### src/rtl/btn_press_decoder.sv
// btn_press_decoder: classifies debounced button presses into one-cycle event
// pulses (short, long, double, auto-repeat while held after a long press).
//
// Ports:
//   clk           clock
//   reset         asynchronous, active-high reset
//   db            debounced button level, synchronous to clk, 1 = pressed
//   pressed       db delayed one cycle
//   short_press   pulse: single press released, no second press in the window
//   long_press    pulse: press held LONG_CYCLES samples
//   double_press  pulse: second press released inside the window
//   repeat_pulse  pulse every REPEAT_CYCLES held samples after long_press
module btn_press_decoder #(
    parameter int unsigned LONG_CYCLES   = 16,
    parameter int unsigned GAP_CYCLES    = 8,
    parameter int unsigned REPEAT_CYCLES = 4
) (
    input  logic clk,
    input  logic reset,
    input  logic db,
    output logic pressed,
    output logic short_press,
    output logic long_press,
    output logic double_press,
    output logic repeat_pulse
);

    localparam int unsigned MAX_LG     = (LONG_CYCLES > GAP_CYCLES) ? LONG_CYCLES : GAP_CYCLES;
    localparam int unsigned MAX_CYCLES = (MAX_LG > REPEAT_CYCLES) ? MAX_LG : REPEAT_CYCLES;
    localparam int unsigned CNT_W      = 32'($clog2(MAX_CYCLES)) + 32'd1;

    typedef enum logic [2:0] {
        S_IDLE   = 3'd0,
        S_PRESS1 = 3'd1,
        S_GAP    = 3'd2,
        S_PRESS2 = 3'd3,
        S_HELD   = 3'd4
    } state_t;

    state_t             state_q, state_d;
    logic [CNT_W-1:0]   cnt_q, cnt_d;
    logic [CNT_W-1:0]   cnt_inc;
    logic               db_prev_q;
    logic               short_d, long_d, double_d, repeat_d;

    assign cnt_inc = cnt_q + CNT_W'(1);

    // Next-state, counter and event decode
    always_comb begin
        state_d  = state_q;
        cnt_d    = cnt_q;
        short_d  = 1'b0;
        long_d   = 1'b0;
        double_d = 1'b0;
        repeat_d = 1'b0;
        case (state_q)
            S_IDLE: begin
                // db_prev resets high, so a button held through reset never counts as a rise
                if (db && !db_prev_q) begin
                    state_d = S_PRESS1;
                    cnt_d   = CNT_W'(1);
                end
            end
            S_PRESS1: begin
                if (db) begin
                    if (cnt_inc == CNT_W'(LONG_CYCLES)) begin
                        long_d  = 1'b1;
                        state_d = S_HELD;
                        cnt_d   = '0;
                    end else begin
                        cnt_d = cnt_inc;
                    end
                end else begin
                    state_d = S_GAP;
                    cnt_d   = CNT_W'(1);
                end
            end
            S_GAP: begin
                // A new press wins even on the sample that would close the window
                if (db) begin
                    state_d = S_PRESS2;
                    cnt_d   = '0;
                end else if (cnt_inc == CNT_W'(GAP_CYCLES)) begin
                    short_d = 1'b1;
                    state_d = S_IDLE;
                    cnt_d   = '0;
                end else begin
                    cnt_d = cnt_inc;
                end
            end
            S_PRESS2: begin
                if (!db) begin
                    double_d = 1'b1;
                    state_d  = S_IDLE;
                    cnt_d    = '0;
                end
            end
            S_HELD: begin
                if (db) begin
                    if (cnt_inc == CNT_W'(REPEAT_CYCLES)) begin
                        repeat_d = 1'b1;
                        cnt_d    = '0;
                    end else begin
                        cnt_d = cnt_inc;
                    end
                end else begin
                    state_d = S_IDLE;
                    cnt_d   = '0;
                end
            end
            default: begin
                state_d = S_IDLE;
                cnt_d   = '0;
            end
        endcase
    end

    // State, counter and registered outputs
    always_ff @(posedge clk or posedge reset) begin
        if (reset) begin
            state_q      <= S_IDLE;
            cnt_q        <= '0;
            db_prev_q    <= 1'b1;
            pressed      <= 1'b0;
            short_press  <= 1'b0;
            long_press   <= 1'b0;
            double_press <= 1'b0;
            repeat_pulse <= 1'b0;
        end else begin
            state_q      <= state_d;
            cnt_q        <= cnt_d;
            db_prev_q    <= db;
            pressed      <= db;
            short_press  <= short_d;
            long_press   <= long_d;
            double_press <= double_d;
            repeat_pulse <= repeat_d;
        end
    end

endmodule

### config.mk
export PLATFORM = sky130hd
export DESIGN_NAME = btn_press_decoder
export DESIGN_NICKNAME = d
export VERILOG_FILES = /design/src/rtl/btn_press_decoder.sv
export SDC_FILE = /design/constraint.sdc
export NUM_CORES = 1
export LEC_CHECK = 0
export ABC_CLOCK_PERIOD_IN_PS = 1400
export CAP_MARGIN = 20
export CORE_MARGIN = 3
export CORE_UTILIZATION = 49
export CTS_CLUSTER_DIAMETER = 150
export DETAILED_ROUTE_END_ITERATION = 8
export PLACE_DENSITY = 0.8
export SKIP_CTS_REPAIR_TIMING = 1
export SLEW_MARGIN = 10
export SYNTH_ARGS = -nofsm -noshare
export SYNTH_HDL_FRONTEND = slang
export SYNTH_SLANG_ARGS = --single-unit
### constraint.sdc
create_clock -name clk -period 1.4 [get_ports clk]
set_input_delay 0.21 -clock clk [delete_from_list [all_inputs] [get_ports clk]]
set_output_delay 0.21 -clock clk [all_outputs]
set_load 0.05 [all_outputs]
==> results of run 1 <==
-- metrics by stage --
stage          utilization (%)  hold WS (ns)
4_1_cts                   73.6         0.217
5_1_grt                   77.6         0.202
3_3_place_gp              71.3         0.523
2_1_floorplan                -        0.0984
6_report                  77.6         0.195
3_5_place_dp              71.3         0.529
-- worst paths after layout --
check | start | to | slack (ns) | depth (start not counted)
setup / recovery | cnt_q[1]$_DFFE_PP0P_ | cnt_q[0]$_DFFE_PP0P_ | -0.06 | 5
hold / removal | db | db_prev_q$_DFF_PP1_ | 0.19 | 1
setup reg to reg | cnt_q[1]$_DFFE_PP0P_ | cnt_q[0]$_DFFE_PP0P_ | -0.06 | 5
hold reg to reg | state_q[2]$_DFFE_PP0P_ | state_q[1]$_DFFE_PP0P_ | 0.58 | 1
max in group asynchronous | reset | db_prev_q$_DFF_PP1_ | 0.95 | 3
min in group asynchronous | reset | repeat_pulse$_DFF_PP0_ | 0.21 | 3
-- kinds of logic (layout without fill, tap and decap cells) --
group	Yosys count	count (layout)	share of synthesized area [%]
XOR/XNOR	1	1	1.05
multiplexers	2	2	2.41
buffers and inverters	8	39	5.72
AO/OA/AOI/OAI	26	26	21.7
adder cells (fa/ha/maj)	1	1	1.51
AND/OR/NAND/NOR	37	37	25.3
flip-flops	14	14	42.3
-- area by class of cell --
class | instances | area share (%)
multi-input combinational | 67 | 39.2
sequential | 14 | 29.6
timing repair buffer | 32 | 25.6
clock buffer | 4 | 3.00
tap | 16 | 1.65
inverter | 3 | 0.931
-- state kept, by name (all words and copies together), names as in the netlist --
register and flops:
double_press 1, state_q 3, db_prev_q 1, cnt_q 5, pressed 1, short_press 1
repeat_pulse 1, long_press 1
-- power by group --
group | internal (W) | switching (W)
sequential | 0.000464 | 0.0000992
combinational | 0.000286 | 0.000263
clock | 0.000159 | 0.000144
total | 0.000909 | 0.000507
-- placed cells by master (no fill, tap or decap), types with 2 or more instances in the layout --
cell type | netlist | routed
and2_1 | 2 | 2
dfrtp_2 | 0 | 5
nor2_2 | 0 | 3
nor3_1 | 2 | 2
nand3_1 | 5 | 3
mux2i_1 | 2 | 2
a22o_1 | 2 | 2
nor2b_1 | 3 | 2
a21oi_1 | 7 | 6
nand2_1 | 8 | 8
dfrtp_1 | 13 | 8
nand2b_1 | 2 | 2
buf_12 | 0 | 5
a31oi_1 | 2 | 2
nand3_2 | 0 | 2
nor2_1 | 7 | 4
buf_4 | 0 | 25
o21ai_0 | 4 | 3
inv_1 | 2 | 2
o21ai_1 | 2 | 3
clkbuf_4 | 0 | 3
-- layer usage --
layer	track usage (%)	vias up	part of all wire, %
li1	-	387	-
met3	4.98	9	7.0
met5	0	-	0
met1	27.0	382	43
met4	13.3	0	3.7
met2	33.6	46	46
==> impl_metrics.yaml, run 1 <==
synth:
  synth_area_leader_cell: "dfrtp_1"
  synth_top_area_share_pct: 39.2
  synth_common_cells: "13 x dfrtp_1, 8 x nand2_1, 7 x a21oi_1, 7 x nor2_1, 5 x nand3_1"
  postSynthCellCount: 89
  synthesis.nets: 93
  ys_ff_latch: 14
  netlist_area_um2: 831
  yosysWarnings: 0
  synthTopCellsByArea: "dfrtp_1 39%, a21oi_1 4.2%, nand2_1 3.6%, dfstp_2 3.2%, nor2_1 3.2%"
  synth_cell_types: 39
  synth_flop_cell: "dfrtp_1"
  postSynthAreaPerCell_um2: 9.33
  yosysSeqAreaShare_pct: 42.3
  synth.most_common_cell: "dfrtp_1"
  synth_edf_count: 0
  synthArstFlopShare_pct: 100
critical_path:
  arrival_ns: 1.65
  crit_required_ns: 1.58
  startpoint_type: "flip-flop"
  worstPathMaxFanout: 6
  critPathSlowestCell: "dfrtp_2"
  worstSetupPathType: "flip-flop to flip-flop"
  path_delay_family: "compound AO/OA/AOI/OAI gates"
  cp_num_buf_inv: 0
  cp-end-kind: "flip-flop"
  cpPeakStageDelay_ns: 0.46
  crit_chain: "a21o_1 -> mux2i_1 -> nand3_1 -> a221oi_2 -> o21ai_2"
global_route:
  grt-ovfl-total: 0
  grt.total_usage_pct: 21.6
  grt_pass1_vias: 734
  grt_max_degree: 15
  antenna_found_initial: 0
  grt_pass1_wl_mm: 3.28
timing:
  hold_viol_final: 0
  setup_viol: 5
  relSlewSlack_pct: 75.1
  fin_crit_sh_pct: 105
  rsz0062_at_grt: "true"
  tightest_slew_ns: 0.373
  min_period_ns: 1.46
  clock_skew_ns: 0.00258
  setup_tns_ns: -0.247
  report.final.slew_viol_count: 0
  timing.final.ws_setup_ns: -0.0638
  timing.fmax_mhz: 683
clocking:
  h-tree-depth: 1
  clockBufferDepth: 2
  clkLatencyLatePin_ns: 0.29
  clk_pin_slew_ns: 0.09
  cts_tree: "done"
  cts_buffers: 3
  clock-sinks: 14
  root_buffer: "clkbuf_4"
outcome:
  status: "complete, but fails checks"
  violations: "setup timing"
detailed_routing:
  firstDrtPassIters: 4
  via_count: 824
  drc: 0
  wirelength_mm: 2.20
  drt-initial-drc-count: 55
  antenna_left: 0
  via_per_inst: 6.06
  wire_per_inst_um: 16.2
layout:
  drive_gt1_share_pct: 45.0
  stdcell_count: 136
  multi_input_comb_area_um2: 474
  fin_nets: 125
  area_growth_pct: 45.6
  finalInstanceArea_um2: 1210
  seq_area_um2: 358
  num-fill-cells: 99
  antenna_cells: 0
pwr:
  power_w: 0.00142
  ir_worst_vdd_mv: 1.08
  p_leak_nw: 0.556
  powerDensity_nw_per_um2: 1170
die:
  die_h_um: 47.2
  fp.coreArea_um2: 1560
  design.portCount: 8
  die_w_um: 47.2
  die_area_um2: 2230
  initial_utilization_pct: 53.3
  rows: 14
hold_path:
  hold_path_class: "input port to flip-flop"
placement:
  dp_slack_ns: -0.462
  postPlaceCellArea_um2: 1110
  dp_cells: 130
  io_buffer_count: 7
  place.gp.congestion: 0.930
  dp_hpwl_mm: 1.45
run:
  maxCapViolations: 0
No activity file was read; power rests on OpenSTA's default activity.
==> inputs of run 2 (changes only) <==
--- a/config.mk
+++ b/config.mk
@@ -6,7 +6,6 @@
 export NUM_CORES = 1
 export LEC_CHECK = 0
 export ABC_CLOCK_PERIOD_IN_PS = 1400
-export CAP_MARGIN = 20
 export CORE_MARGIN = 3
 export CORE_UTILIZATION = 49
 export CTS_CLUSTER_DIAMETER = 150
==> constraint.sdc (replaced) <==
create_clock -name clk -period 1.4 [get_ports clk]
set_input_delay 0.28 -clock clk [delete_from_list [all_inputs] [get_ports clk]]
set_output_delay 0.28 -clock clk [all_outputs]
set_load 0.05 [all_outputs]
==> run 2 against run 1 <==
Net effect: the flow still finishes with violations (setup timing); register-to-register slack barely moved; sequential share of layout area did not move; combinational power barely moved; critical path type unchanged.
==> impl_metrics.yaml, run 2 (same netlist as run 1, synthesis figures left out) <==
clocking:
  clockBufferDepth: 2
  clkLatencyLatePin_ns: 0.29
  h-tree-depth: 1
  clock-sinks: 14
  clk_pin_slew_ns: 0.09
  root_buffer: "clkbuf_4"
  cts_tree: "done"
  cts_buffers: 3
layout:
  area_growth_pct: 45.6
  largest_register_ffs: 5
  largest_register: "cnt_q"
  num-fill-cells: 99
  reg.largest.list: "cnt_q x5, state_q x3"
  final_cell_mix: "25 x buf_4, 8 x nand2_1, 8 x dfrtp_1"
  antenna_cells: 0
  mostFrequentLayoutCell: "buf_4"
  drive_gt1_share_pct: 45.0
  fin_nets: 125
critical_path:
  critPathSlowestCell: "dfrtp_2"
  r2r_cells: 5
  r2r_start: "state_q[1]$_DFFE_PP0P_"
  worstSetupPathType: "flip-flop to flip-flop"
  startpoint_type: "flip-flop"
  worstPathMaxFanout: 8
  path_delay_family: "compound AO/OA/AOI/OAI gates"
  cp_num_buf_inv: 0
  reg2reg_setup_slack_ns: -0.07
  arrival_ns: 1.69
  crit_chain: "and4bb_1 -> nor2_2 -> a2111oi_2 -> o21ai_1 -> o21ai_2"
  crit_required_ns: 1.62
  cpPeakStageDelay_ns: 0.46
  rr_endpoint: "cnt_q[0]$_DFFE_PP0P_"
  cp-end-kind: "flip-flop"
global_route:
  grt_pass1_wl_mm: 3.30
  grt_pass1_vias: 725
  grt.total_usage_pct: 21.9
  grt_max_degree: 15
  grt-ovfl-total: 0
  antenna_found_initial: 0
timing:
  report.final.slew_viol_count: 0
  relSlewSlack_pct: 75.0
  setup_viol: 5
  timing.final.ws_setup_ns: -0.0653
  tightest_slew_ns: 0.374
  rsz0062_at_grt: "true"
  hold_viol_final: 0
  clock_skew_ns: 0.00299
  fin_crit_sh_pct: 105
  min_period_ns: 1.47
  timing.fmax_mhz: 682
pwr:
  power_w: 0.00142
  swShare_pct: 36.1
  switchingPower_w: 0.000513
  pwr-share-clk_pct: 21.5
  ir_worst_vdd_mv: 1.09
  seqPwrFrac_pct: 39.7
  share_comb_of_total_power_pct: 38.8
  powerDensity_nw_per_um2: 1170
  p_leak_nw: 0.556
  power.internal_w: 0.000909
detailed_routing:
  wirelength_mm: 2.23
  via_count: 842
  via_per_inst: 6.19
  drc: 0
  antenna_left: 0
  firstDrtPassIters: 5
  wire_per_inst_um: 16.4
  drt-initial-drc-count: 34
run:
  maxCapViolations: 0
placement:
  dp_slack_ns: -0.532
  dp_hpwl_mm: 1.45
  io_buffer_count: 7
  place.gp.congestion: 0.930
outcome:
  violations: "setup timing"
  status: "complete, but fails checks"
die:
  design.portCount: 8
  fp.coreArea_um2: 1560
  die_h_um: 47.2
  rows: 14
  initial_utilization_pct: 53.3
  die_w_um: 47.2
  die_area_um2: 2230
hold_path:
  hold_start: "db"
  holdPathEnd: "db_prev_q$_DFF_PP1_"
  hold_depth: 1
  hold_path_class: "input port to flip-flop"
## run 2: power groups by stage
| stage | combinational (W) | clock, W | sequential [W] |
|---|---|---|---|
| 6_report | 0.000551 | 0.000306 | 0.000564 |
| 3_5_place_dp | 0.000479 | 0 | 0.000547 |
| 2_1_floorplan | 0.000300 | 0 | 0.000538 |
| 3_3_place_gp | 0.000466 | 0 | 0.000544 |
| 4_1_cts | 0.000497 | 0.000305 | 0.000540 |
| 5_1_grt | 0.000598 | 0.000326 | 0.000574 |
## run 2: cell type report
class	count	area (um^2)	area share, %
sequential	14	358	29.6
tap	16	20.0	1.65
clock buffer	4	36.3	3.00
multi-input combinational	67	474	39.2
timing repair buffer	32	310	25.6
inverter	3	11.3	0.931
## run 2: how the worst max path moves through the flow
stage / slack [ns] / cells past startpoint / endpoint / from
after floorplan: 0.0006 / 6 / cnt_q[0]$_DFFE_PP0P_ / cnt_q[0]$_DFFE_PP0P_
after global placement: -0.43 / 6 / cnt_q[0]$_DFFE_PP0P_ / db
after detailed placement: -0.53 / 6 / cnt_q[0]$_DFFE_PP0P_ / db
after CTS: -0.25 / 6 / cnt_q[0]$_DFFE_PP0P_ / db
after global routing: -0.18 / 5 / cnt_q[4]$_DFFE_PP0P_ / state_q[1]$_DFFE_PP0P_
final: -0.07 / 5 / cnt_q[0]$_DFFE_PP0P_ / state_q[1]$_DFFE_PP0P_
## run 2: layer usage
| metal | vias to the layer above | global-route usage (%) | routed length (um) |
|---|---|---|---|
| met4 | 0 | 11.6 | 87 |
| met2 | 49 | 34.4 | 1050 |
| li1 | 389 | - | - |
| met1 | 391 | 27.3 | 936 |
| met3 | 13 | 5.75 | 158 |
| met5 | - | 0 | 0 |
## run 2: worst reg2reg max path, stage by stage (launching register included)
cell and delay (ns):
dfrtp_2 0.46, and4bb_1 0.33, nor2_2 0.06, a2111oi_2 0.32
o21ai_1 0.15, o21ai_2 0.07
## run 2: through the flow
| stage | hold slack, ns | utilization [%] | area (um^2) | TNS, ns | cells |
|---|---|---|---|---|---|
| after detailed placement | 0.593 | 71.3 | 1110 | -3.25 | 130 |
| final | 0.260 | 77.6 | 1210 | -0.175 | 136 |
| after global placement | 0.587 | 71.3 | 1110 | -2.91 | 130 |
| after CTS | 0.287 | 73.6 | 1150 | -0.787 | 134 |
| after global routing | 0.266 | 77.6 | 1210 | -0.793 | 136 |
| after floorplan | 0.168 | - | 835 | 0 | 89 |
